File: config.mk
export PLATFORM = sky130hd
export DESIGN_NAME = ctrl_uart_rx
export DESIGN_NICKNAME = d
export VERILOG_FILES = /design/src/rtl/ctrl_uart_rx.sv
export SDC_FILE = /design/constraint.sdc
export NUM_CORES = 1
export LEC_CHECK = 0
export ABC_CLOCK_PERIOD_IN_PS = 2300
export BUFFER_PORTS_ARGS = -buffer_cell sky130_fd_sc_hd__buf_2
export CORE_MARGIN = 4
export CORE_UTILIZATION = 45
export CTS_BUF_LIST = sky130_fd_sc_hd__clkbuf_4
export DETAILED_ROUTE_END_ITERATION = 10
export PLACE_DENSITY = 0.66
export SYNTH_ARGS = -nofsm -noshare
export SYNTH_HDL_FRONTEND = slang
export SYNTH_SLANG_ARGS = --single-unit
File: constraint.sdc
create_clock -name clk -period 2.3 [get_ports clk]
set_input_delay 0.46 -clock clk [delete_from_list [all_inputs] [get_ports clk]]
set_output_delay 0.46 -clock clk [all_outputs]
set_load 0.05 [all_outputs]
File: src/rtl/ctrl_uart_rx.sv
// ctrl_uart_rx: 8N1 UART receiver feeding a show-ahead byte FIFO; optional 8E1 mode under `CTRL_UART_RX_PARITY_EN.
// Latency: rx_valid rises 1 clk after the stop-bit sample, about 2 + 9.5*16*BAUD_DIV clk after the start edge.
// Backpressure: rx_valid/rx_ready pops the head; a byte arriving while the FIFO is full is dropped and ovr_err set.
module ctrl_uart_rx #(
  parameter int BAUD_DIV = 27,
  parameter int FIFO_AW  = 2
) (
  input  logic             clk,
  input  logic             rst,
  input  logic             rxd,
  output logic [7:0]       rx_dat,
  output logic             rx_valid,
  input  logic             rx_ready,
  input  logic             err_clr,
  output logic             frm_err,
  output logic             ovr_err,
`ifdef CTRL_UART_RX_PARITY_EN
  output logic             par_err,
`endif
  output logic             rx_busy,
  output logic [FIFO_AW:0] fifo_lvl
);

  localparam int                DEPTH    = 1 << FIFO_AW;
  localparam logic [11:0]       DIV_LAST = 12'(BAUD_DIV - 1);
  localparam logic [FIFO_AW:0]  FULL_LVL = (FIFO_AW + 1)'(DEPTH);

`ifdef CTRL_UART_RX_PARITY_EN
  typedef enum logic [2:0] {S_IDLE, S_START, S_DATA, S_PAR, S_STOP, S_WAIT} state_t;
`else
  typedef enum logic [2:0] {S_IDLE, S_START, S_DATA, S_STOP, S_WAIT} state_t;
`endif

  state_t             state, state_nxt;
  logic               rxd_m, rxd_s;
  logic [11:0]        div_cnt;
  logic [3:0]         os_cnt;
  logic [2:0]         bit_cnt;
  logic [7:0]         sreg;
  logic               tick, mid_bit, cnt_clr;
  logic               os_clr, bit_clr, shift_en, push_set, frm_set, push_q;
  logic               par_bad;
`ifdef CTRL_UART_RX_PARITY_EN
  logic               par_set;
`endif

  logic [7:0]         mem [DEPTH];
  logic [FIFO_AW-1:0] wr_ptr, rd_ptr;
  logic [FIFO_AW:0]   count;
  logic               full, pop, push_ok, ovr_set;

  assign tick    = (div_cnt == DIV_LAST);
  assign mid_bit = tick && (os_cnt == 4'd15);
  assign cnt_clr = (state == S_IDLE) || (state == S_WAIT);

  // Two-flop synchronizer for the asynchronous serial line
  always_ff @(posedge clk or posedge rst) begin
    if (rst) begin
      rxd_m <= 1'b1;
      rxd_s <= 1'b1;
    end else begin
      rxd_m <= rxd;
      rxd_s <= rxd_m;
    end
  end

  // Baud divider and 16x oversample counter; held at zero so a frame always starts from 0
  always_ff @(posedge clk or posedge rst) begin
    if (rst) begin
      div_cnt <= '0;
      os_cnt  <= '0;
    end else if (cnt_clr) begin
      div_cnt <= '0;
      os_cnt  <= '0;
    end else begin
      div_cnt <= tick ? 12'd0 : div_cnt + 12'd1;
      if (tick) os_cnt <= os_clr ? 4'd0 : os_cnt + 4'd1;
    end
  end

  // State register plus the registered push request into the FIFO
  always_ff @(posedge clk or posedge rst) begin
    if (rst) begin
      state  <= S_IDLE;
      push_q <= 1'b0;
    end else begin
      state  <= state_nxt;
      push_q <= push_set;
    end
  end

  // Frame decoder: start-bit validation at mid-bit, data and stop sampled at the end of each 16-tick bit
  always_comb begin
    state_nxt = state;
    os_clr    = 1'b0;
    bit_clr   = 1'b0;
    shift_en  = 1'b0;
    push_set  = 1'b0;
    frm_set   = 1'b0;
`ifdef CTRL_UART_RX_PARITY_EN
    par_set   = 1'b0;
`endif
    unique case (state)
      S_IDLE:  if (!rxd_s) state_nxt = S_START;
      S_START: begin
        if (tick && os_cnt == 4'd7) begin
          if (!rxd_s) begin
            os_clr    = 1'b1;
            bit_clr   = 1'b1;
            state_nxt = S_DATA;
          end else begin
            state_nxt = S_IDLE;
          end
        end
      end
      S_DATA: begin
        if (mid_bit) begin
          shift_en = 1'b1;
`ifdef CTRL_UART_RX_PARITY_EN
          if (bit_cnt == 3'd7) state_nxt = S_PAR;
`else
          if (bit_cnt == 3'd7) state_nxt = S_STOP;
`endif
        end
      end
`ifdef CTRL_UART_RX_PARITY_EN
      S_PAR: begin
        if (mid_bit) begin
          par_set   = rxd_s ^ (^sreg);
          state_nxt = S_STOP;
        end
      end
`endif
      S_STOP: begin
        if (mid_bit) begin
          if (rxd_s) begin
            push_set  = !par_bad;
            state_nxt = S_IDLE;
          end else begin
            frm_set   = 1'b1;
            state_nxt = S_WAIT;
          end
        end
      end
      S_WAIT:  if (rxd_s) state_nxt = S_IDLE;
      default: state_nxt = S_IDLE;
    endcase
  end

  // Data-bit counter and LSB-first shift register
  always_ff @(posedge clk or posedge rst) begin
    if (rst) begin
      bit_cnt <= '0;
      sreg    <= '0;
    end else begin
      if (bit_clr)       bit_cnt <= '0;
      else if (shift_en) bit_cnt <= bit_cnt + 3'd1;
      if (shift_en) sreg <= {rxd_s, sreg[7:1]};
    end
  end

`ifdef CTRL_UART_RX_PARITY_EN
  // Parity mismatch blocks the push at STOP; par_err is sticky and a set beats err_clr
  always_ff @(posedge clk or posedge rst) begin
    if (rst) begin
      par_bad <= 1'b0;
      par_err <= 1'b0;
    end else begin
      if (bit_clr)      par_bad <= 1'b0;
      else if (par_set) par_bad <= 1'b1;
      if (par_set)      par_err <= 1'b1;
      else if (err_clr) par_err <= 1'b0;
    end
  end
`else
  assign par_bad = 1'b0;
`endif

  assign full     = (count == FULL_LVL);
  assign pop      = rx_valid & rx_ready;
  assign push_ok  = push_q & (~full | pop);
  assign ovr_set  = push_q & full & ~pop;
  assign rx_valid = (count != '0);
  assign rx_dat   = mem[rd_ptr];
  assign fifo_lvl = count;
  assign rx_busy  = (state != S_IDLE);

  // Circular show-ahead FIFO; pointers wrap naturally at FIFO_AW bits
  always_ff @(posedge clk or posedge rst) begin
    if (rst) begin
      wr_ptr <= '0;
      rd_ptr <= '0;
      count  <= '0;
      for (int i = 0; i < DEPTH; i++) mem[i] <= '0;
    end else begin
      if (push_ok) begin
        mem[wr_ptr] <= sreg;
        wr_ptr      <= wr_ptr + FIFO_AW'(1);
      end
      if (pop) rd_ptr <= rd_ptr + FIFO_AW'(1);
      case ({push_ok, pop})
        2'b10:   count <= count + (FIFO_AW + 1)'(1);
        2'b01:   count <= count - (FIFO_AW + 1)'(1);
        default: count <= count;
      endcase
    end
  end

  // Sticky error flags; a set in the same cycle as err_clr wins
  always_ff @(posedge clk or posedge rst) begin
    if (rst) begin
      frm_err <= 1'b0;
      ovr_err <= 1'b0;
    end else begin
      if (frm_set)      frm_err <= 1'b1;
      else if (err_clr) frm_err <= 1'b0;
      if (ovr_set)      ovr_err <= 1'b1;
      else if (err_clr) ovr_err <= 1'b0;
    end
  end

endmodule

==> impl_metrics.yaml, run 1 <==
sta:
  rsz0062_at_grt: "no"
  finalMaxSlewViolations: 0
  fmax_mhz: 451.6
  slew_headroom_pct: 67.08
  finalHoldViolCount: 0
  tns_ns: 0
  fin_ws_ns: 0.08556
  period_minus_slack_ns: 2.214
  worstMarginPinSlew_ns: 0.4938
  setup_viol: 0
  hold_ws_ns: 0.05194
  skew_ns: 0.01555
  min_period_over_period_pct: 96.28
final_layout:
  final_cells: 392
  layout-drive-gt1-share_pct: 36.52
  syn_to_final_growth_pct: 11.19
  nNetsFinal: 305
  final_design_area_no_fill_sq_um: 3792
  diodes: 0
  postLayoutCoreUtil_pct: 52.01
worst_setup_path:
  required_ns: 1.84
  reg2reg_slack_ns: 0.18
  path_max_fanout: 10
  r2r_cells: 9
  regToRegStartpoint: "fifo_lvl[0]"
  crit_end: "rx_dat[7]"
  cp-startpoint: "rd_ptr[0]"
  worstSetupPathType: "flip-flop to primary output"
  crit_path_start_kind: "flip-flop"
  cp-end-kind: "primary output"
  rr_endpoint: "fifo_lvl[2]"
  critPathArrivalTime_ns: 1.75
yosys:
  synth_top_cell_by_area: "dfrtp_1"
  yosys.area.top_type_share_pct: 52.82
  synth_area_leaders: "dfrtp_1 (53%), mux2_2 (13%), mux4_2 (5.3%)"
  synth-main-ff-cell: "dfrtp_1"
  ys_ff_latch: 74
  seq_area_frac_synth_pct: 54.37
  synth_cell_types: 45
  avgSynthCellArea_sq_um: 13.12
  syn_nets: 276
  async_reset_ff_share_pct: 100.0
  ys_warn_count: 0
  synth_enable_flop_cells: 0
  synth_area_sq_um: 3411
  netlist_instances: 260
placement:
  dp_slack_ns: 0.1341
  portBuffers: 19
  place_congestion: 0.8179
  postPlaceCellArea_sq_um: 3642
  dpl.cell_count: 377
  dp_hpwl_um: 3908
routing:
  drt_iter0_drc: 80
  avgViaCountPerCell: 5.276
  final_antenna_net_count: 0
  first_pass_iters: 4
  drt-total-wl_um: 5783
  routed-via-count: 2068
  drc_errors: 0
  wire_per_inst_um: 14.75
power:
  power_mw: 2.736
  peakVddDrop_mv: 0.2533
  power_density_nw_per_um2: 721.4
  leakagePower_nw: 1.817
global_routing:
  grt_pass1_wl_um: 9922
  grt_max_degree: 38
  antenna_found_initial: 0
  grt_usage_pct: 14.39
  grt_pass1_vias: 2101
  overflow: 0
hold_path:
  hold_path.class: "input port to asynchronous set/reset pin"
die:
  die_w_um: 95.06
  std_cell_rows: 31
  boundaryPins: 20
  dieArea_sq_um: 9036
  die_y_um: 95.06
  start_util_pct: 46.77
  core-area_sq_um: 7292
clock_network:
  clockBufferDepth: 2
  cts_root_buf: "clkbuf_4"
  postCtsResizedCells: 0
  post_cts_buffers: 0
  postCtsHoldBufs: 0
  numCtsBuffers: 9
  cts_sinks: 74
  cts_max_level: 3
  cts_tree: "done"
  clkTransAtPathRegs_ns: 0.11
  clock_latency_ns: 0.41
run:
  maxCapViolations: 0
status:
  status: "completed"
[cell type report]
type                            count  area [sq um]
Inverter                           11         45.04
Tap cell                           99         123.9
Timing Repair Buffer               26         160.2
Multi-Input combinational cell    167          1458
Sequential cell                    74          1856
Clock inverter                      6         82.58
Clock buffer                        9         67.56
Fill cell                         663          3500
[routing by layer]
metal | share of wire [%] | wire length [um] | track usage (%) | vias to the layer above
li1 | - | - | - | 979
met1 | 45 | 2589 | 17.81 | 1052
met2 | 50 | 2893 | 23.73 | 28
met3 | 3.1 | 177 | 2.920 | 9
met4 | 2.1 | 123 | 7.572 | 0
met5 | 0 | 0 | 0 | -
[cell families (layout without fill, tap and decap cells)]
kind of cell             after synthesis  after routing  share of synthesized area, %
AO/OA/AOI/OAI                         19             19                         3.559
XOR/XNOR                              17             17                         4.365
adder cells (fa/ha/maj)               11             11                         4.255
buffers and inverters                 19             52                         3.045
flip-flops                            74             74                         54.37
multiplexers                          50             50                         19.22
AND/OR/NAND/NOR                       70             70                         11.19
[registers in the layout, summed over array words and instances, names as in the netlist, 2 cells and up]
signal and flops:
bit_cnt 3, fifo_lvl 3, sreg 8, wr_ptr 2
rd_ptr 2, mem 32, state 3, os_cnt 4
div_cnt 12
[report_power, final]
part	leakage, nW	total [mW]	internal, mW	switching [mW]
Clock	0.0731	0.853	0.428	0.426
Sequential	0.979	1.43	1.35	0.0753
Combinational	0.765	0.454	0.171	0.283
[cell usage in the layout, fill, tap and decap left out, types with 2 or more instances in the layout]
cell type and count:
clkbuf_4 9, or3_1 2, o21ai_0 6, nor4_1 2
mux4_2 8, nand4_1 3, clkinvlp_4 3, dfstp_2 2
nand2_1 11, ha_1 10, dfrtp_1 71, xor2_1 6
nor3_1 7, buf_2 19, buf_4 6, bufinv_16 2
xnor2_1 11, a21oi_1 5, inv_1 10, nand3_1 7
mux2_2 40, nand2_2 4, nor2_1 19, a22o_2 2
clkinv_1 2, a311oi_1 2
[critical path, cell delays in order, from the launching register on]
cell and delay (ns):
dfrtp_1 0.35, buf_4 0.23, mux4_2 0.54, buf_2 0.23
[Yosys cell counts (2+ instances only)]
cell,number
inv_1,11
dfstp_2,2
or3_1,3
nand2_2,4
buf_2,4
xnor2_1,11
nor2_1,19
ha_1,10
nand2_1,11
nor3_1,7
dfrtp_1,72
nor4_1,2
a22o_2,2
nand3_1,7
a21oi_1,5
clkbuf_8,2
xor2_1,6
o21ai_0,6
mux4_2,8
a311oi_1,2
nand4_1,3
mux2_2,40
[worst min path at each step]
stage          startpoint         end  slack [ns]  cells after the start
6_report              rst   os_cnt[2]        0.05                      2
5_1_grt               rst  div_cnt[8]        0.08                      2
4_1_cts               rst   os_cnt[1]        0.04                      2
3_5_place_dp        rxd_m       rxd_s        0.35                      0
3_3_place_gp        rxd_m       rxd_s        0.35                      0
2_1_floorplan       rxd_m       rxd_s        0.35                      0
(Power assumes the default switching activity.)
==> inputs of run 2 (changes only) <==
--- a/config.mk
+++ b/config.mk
@@ -8,10 +8,10 @@
 export ABC_CLOCK_PERIOD_IN_PS = 2300
 export BUFFER_PORTS_ARGS = -buffer_cell sky130_fd_sc_hd__buf_2
 export CORE_MARGIN = 4
-export CORE_UTILIZATION = 45
+export CORE_UTILIZATION = 57
 export CTS_BUF_LIST = sky130_fd_sc_hd__clkbuf_4
 export DETAILED_ROUTE_END_ITERATION = 10
-export PLACE_DENSITY = 0.66
+export PLACE_DENSITY = 0.8
 export SYNTH_ARGS = -nofsm -noshare
 export SYNTH_HDL_FRONTEND = slang
 export SYNTH_SLANG_ARGS = --single-unit
==> run 2 against run 1 <==
Net effect:
- via count shrank 1.7%
- clock power grew 5.0%
- worst setup slack gained 0.025 ns
- highest routed layer unchanged
- clock-buffer cell count grew 2
- die area shrank 19%
- first-iteration DRC count grew 74%
- global-route usage grew 3.7 points
- hold slack lost 0.0075 ns
- combinational power grew 2%
- fmax grew 1.1%
- register-to-register slack is essentially flat
- clock skew shrank 0.0024 ns
==> impl_metrics.yaml, run 2 (synthesized netlist as in run 1, its figures left out) <==
placement:
  place_congestion: 0.8043
  dpl.cell_count: 349
  portBuffers: 19
  dp_hpwl_um: 3822
sta:
  setup_viol: 0
  skew_ns: 0.01319
  fmax_mhz: 456.8
  rsz0062_at_grt: "no"
  min_period_over_period_pct: 95.19
  finalMaxSlewViolations: 0
  period_minus_slack_ns: 2.189
  worstMarginPinSlew_ns: 0.5012
  finalHoldViolCount: 0
  slew_headroom_pct: 66.59
global_routing:
  grt_usage_pct: 18.11
  grt_pass1_vias: 2136
  grt_max_degree: 56
  overflow: 0
  grt_pass1_wl_um: 10200
  antenna_found_initial: 0
clock_network:
  clock_latency_ns: 0.42
  numCtsBuffers: 9
  cts_tree: "done"
  post_cts_buffers: 0
  postCtsResizedCells: 0
  postCtsHoldBufs: 0
  cts_root_buf: "clkbuf_4"
  cts_max_level: 3
  clockBufferDepth: 2
  cts_sinks: 74
  clkTransAtPathRegs_ns: 0.12
power:
  switching_share_pct: 28.48
  peakVddDrop_mv: 0.6455
  power_mw: 2.790
  p_sw_mw: 0.7945
  power_frac_seq_pct: 51.3
  power_density_nw_per_um2: 740.8
  leakagePower_nw: 1.831
  p_int_mw: 1.995
  combPwrFrac_pct: 16.6
  pwr-share-clk_pct: 32.1
worst_setup_path:
  crit_path_start_kind: "flip-flop"
  critPathArrivalTime_ns: 1.73
  cp-end-kind: "primary output"
  cp-startpoint: "rd_ptr[1]"
  r2r_cells: 9
  required_ns: 1.84
  path_max_fanout: 9
  worstSetupPathType: "flip-flop to primary output"
  regToRegStartpoint: "fifo_lvl[0]"
final_layout:
  largest_reg_flops: 32
  syn_to_final_growth_pct: 10.42
  diodes: 0
  regArea_sq_um: 1856
  final_cell_mix: "dfrtp_1 (71), mux2_2 (40), nor2_1 (19), buf_2 (19)"
  nNetsFinal: 304
  top_regs: "mem x32, div_cnt x12, sreg x8"
  multi_input_area_sq_um: 1458
  final_common_cell: "dfrtp_1"
  final_cells: 365
  layout-drive-gt1-share_pct: 37.20
  num-fill-cells: 398
  largest-register: "mem"
  postLayoutCoreUtil_pct: 66.76
routing:
  first_pass_iters: 4
  drc_errors: 0
  avgViaCountPerCell: 5.567
  wire_per_inst_um: 16.19
  final_antenna_net_count: 0
  drt_iter0_drc: 139
  drt-total-wl_um: 5908
  routed-via-count: 2032
die:
  boundaryPins: 20
  core-area_sq_um: 5642
  dieArea_sq_um: 7285
  std_cell_rows: 27
  die_w_um: 85.36
  start_util_pct: 60.46
  die_y_um: 85.36
run:
  maxCapViolations: 0
hold_path:
  hold_path.class: "input port to asynchronous set/reset pin"
status:
  status: "completed"
-- run 2: cell types whose count changed in the layout (fill, tap and decap cells not counted) --
cell	change
buf_4	-2
buf_6	+1
clkinv_1	-2
clkbuf_4	+2
clkinv_2	+2
clkinv_4	+1
clkinvlp_4	-2
-- run 2: through the flow --
step / hold slack (ns) / setup WS, ns / TNS (ns) / cell area, sq um
after floorplan: 0.3452 / -0.03175 / -0.03175 / 3421
after global placement: 0.3475 / 0.1830 / 0 / 3601
after detailed placement: 0.3503 / 0.1362 / 0 / 3601
after CTS: 0.04307 / 0.06255 / 0 / 3762
after global routing: 0.03830 / 0.01507 / 0 / 3766
final: 0.04441 / 0.1106 / 0 / 3766
-- run 2: critical path: stages, from the launching register on --
cell	delay, ns
dfrtp_1	0.68
mux4_2	0.40
buf_2	0.23
-- run 2: routing by layer --
metal | track usage [%] | share of wire [%]
met2 | 28.25 | 48
met3 | 3.107 | 3.2
met1 | 24.26 | 46
met4 | 9.640 | 2.3
met5 | 0 | 0
-- run 2: path summary, 6_finish.rpt --
check,endpoint,slack [ns]
setup / recovery,rx_dat[5],0.11
hold / removal,mem[22],0.04
setup reg to reg,fifo_lvl[2],0.19
hold reg to reg,rxd_s,0.37
max in group asynchronous,rxd_m,1.62
min in group clk,rxd_m,0.13
-- run 2: cell type report --
| class | instances | area share [%] |
|---|---|---|
| Inverter | 11 | 1.196 |
| Multi-Input combinational cell | 167 | 38.70 |
| Clock inverter | 5 | 2.093 |
| Timing Repair Buffer | 25 | 4.153 |
| Sequential cell | 74 | 49.27 |
| Clock buffer | 11 | 2.193 |
| Tap cell | 72 | 2.392 |
-- run 2: power groups by stage --
stage                     Clock (mW)  Combinational [mW]  Sequential [mW]
final                          0.896               0.463             1.43
after global routing           0.993               0.508             1.44
after CTS                      0.917               0.469             1.43
after detailed placement           0               0.466             1.45
after global placement             0               0.453             1.45
after floorplan                    0               0.295             1.51
==> inputs of run 3 (changes only) <==
--- a/config.mk
+++ b/config.mk
@@ -5,7 +5,7 @@
 export SDC_FILE = /design/constraint.sdc
 export NUM_CORES = 1
 export LEC_CHECK = 0
-export ABC_CLOCK_PERIOD_IN_PS = 2300
+export ABC_CLOCK_PERIOD_IN_PS = 1990
 export BUFFER_PORTS_ARGS = -buffer_cell sky130_fd_sc_hd__buf_2
 export CORE_MARGIN = 4
 export CORE_UTILIZATION = 57
==> constraint.sdc (replaced) <==
create_clock -name clk -period 1.99 [get_ports clk]
set_input_delay 0.398 -clock clk [delete_from_list [all_inputs] [get_ports clk]]
set_output_delay 0.398 -clock clk [all_outputs]
set_load 0.05 [all_outputs]
==> run 3 against run 2 <==
Net effect:
- the run now ends with negative setup slack left
- sequential cell count is the same
- combinational power grew 41%
- largest cell class unchanged
- non-clock buffer count grew 10
- total power grew 14%
- highest routed layer unchanged
- sequential power grew 16%
- die area is the same
- critical path depth grew 1
- first-iteration DRC count shrank 47%
- clock-buffer cell count is the same
==> impl_metrics.yaml, run 3 (synthesized netlist as in run 1, its figures left out) <==
sta:
  fmax_mhz: 485.5
  rsz0062_at_grt: "yes"
  min_period_over_period_pct: 103.5
  slew_headroom_pct: 72.63
  fin_ws_ns: -0.06970
  setup_viol: 8
  finalHoldViolCount: 0
  period_minus_slack_ns: 2.060
  worstMarginPinSlew_ns: 0.4106
  finalMaxSlewViolations: 0
  skew_ns: 0.01722
placement:
  dp_hpwl_um: 3996
  portBuffers: 19
  place_congestion: 0.8130
  dp_slack_ns: -0.05241
routing:
  drt-total-wl_um: 5934
  first_pass_iters: 4
  routed-via-count: 2096
  drc_errors: 0
  wire_per_inst_um: 15.87
  final_antenna_net_count: 0
  avgViaCountPerCell: 5.604
  drt_iter0_drc: 74
clock_network:
  cts_root_buf: "clkbuf_4"
  cts_sinks: 74
  cts_tree: "done"
  clkTransAtPathRegs_ns: 0.12
  clockBufferDepth: 2
  clock_latency_ns: 0.41
  cts_max_level: 3
  numCtsBuffers: 9
final_layout:
  syn_to_final_growth_pct: 15.26
  diodes: 0
  final_common_cell: "dfrtp_1"
  largest_reg_flops: 32
  layout-drive-gt1-share_pct: 42.05
  top_regs: "mem x32, div_cnt x12, sreg x8"
  postLayoutCoreUtil_pct: 69.68
  nNetsFinal: 314
  largest-register: "mem"
  final_cell_mix: "dfrtp_1 (69), mux2_2 (40), nor2_1 (19), buf_6 (12)"
global_routing:
  antenna_found_initial: 0
  grt_pass1_wl_um: 10220
  grt_pass1_vias: 2169
  grt_usage_pct: 18.00
  overflow: 0
  grt_max_degree: 75
die:
  boundaryPins: 20
  dieArea_sq_um: 7285
  die_w_um: 85.36
  core-area_sq_um: 5642
  die_y_um: 85.36
  std_cell_rows: 27
  start_util_pct: 60.46
worst_setup_path:
  path_common_cell: "buf_6"
  required_ns: 1.59
  crit_path_start_kind: "flip-flop"
  critPathArrivalTime_ns: 1.66
  worstSetupPathType: "flip-flop to primary output"
  path_max_fanout: 6
  cp-end-kind: "primary output"
  max_stage_delay_ns: 0.52
  path_cells: "buf_6, mux4_2, buf_6"
  crit_path_top_delay_cell: "mux4_2"
status:
  status: "finished, violations left"
  failed_checks: "negative setup slack"
power:
  power_density_nw_per_um2: 812.2
  leakagePower_nw: 1.885
  peakVddDrop_mv: 0.5158
hold_path:
  hold_path.class: "input port to asynchronous set/reset pin"
run:
  maxCapViolations: 0
[run 3: changes by cell type in the layout (fill, tap and decap cells not counted), sizes merged]
cell    delta
bufinv     -1
buf       +10
[run 3: area by class of cell]
class | count | area, sq um
sequential | 74 | 1858
fill | 402 | 1710
multi-input combinational | 167 | 1504
timing repair buffer | 35 | 307.8
tap | 72 | 90.09
clock buffer | 11 | 82.58
inverter | 11 | 45.04
clock inverter | 4 | 43.79
[run 3: per-layer routing]
layer  global-route usage [%]  wire length, um  up-vias
met2                    29.87             3009       32
met4                    8.489              119        0
met3                    3.592              191       14
li1                         -                -     1003
met1                    22.63             2613     1047
met5                        0                0        -
[run 3: per-stage QoR]
step                instance area [sq um]  hold WS, ns  instances  total power, mW  setup TNS (ns)
finish                               3931      0.07916        374            3.193         -0.4138
global route                         3931      0.05808        374            3.344         -0.9448
global placement                     3682       0.3466        355            2.261               0
floorplan                            3445       0.3452        260            2.109         -0.1766
CTS                                  3882      0.06493        371            3.196         -0.4895
detailed placement                   3682       0.3491        355            2.275        -0.05241
[run 3: path summary, 6_finish.rpt]
check / startpoint / to / slack, ns / cells after the start
setup / recovery: rd_ptr[0] / rx_dat[7] / -0.07 / 3
hold / removal: rst / div_cnt[3] / 0.08 / 3
setup reg to reg: fifo_lvl[0] / fifo_lvl[2] / 0.07 / 9
hold reg to reg: rxd_m / rxd_s / 0.36 / 0
max in group asynchronous: rst / rxd_m / 1.57 / 3
min in group clk: rxd / rxd_m / 0.09 / 1
[run 3: repair_timing]
action                     4_1_cts  5_1_grt
setup endpoints to repair        9       18
pin swaps                        0        4
gates resized for setup         19       10
buffers inserted                 1        3
hold buffers                     0        0
[run 3: where the power goes]
group | switching, mW | internal [mW]
combinational | 0.357 | 0.297
clock | 0.480 | 0.398
sequential | 0.0931 | 1.57
total | 0.930 | 2.26
[run 3: critical path: cells and delay by family, from the launching register on]
kind	cells	cell delay [ns]
DFF	1	0.40
muxes	1	0.52
buffers and inverters	2	0.32
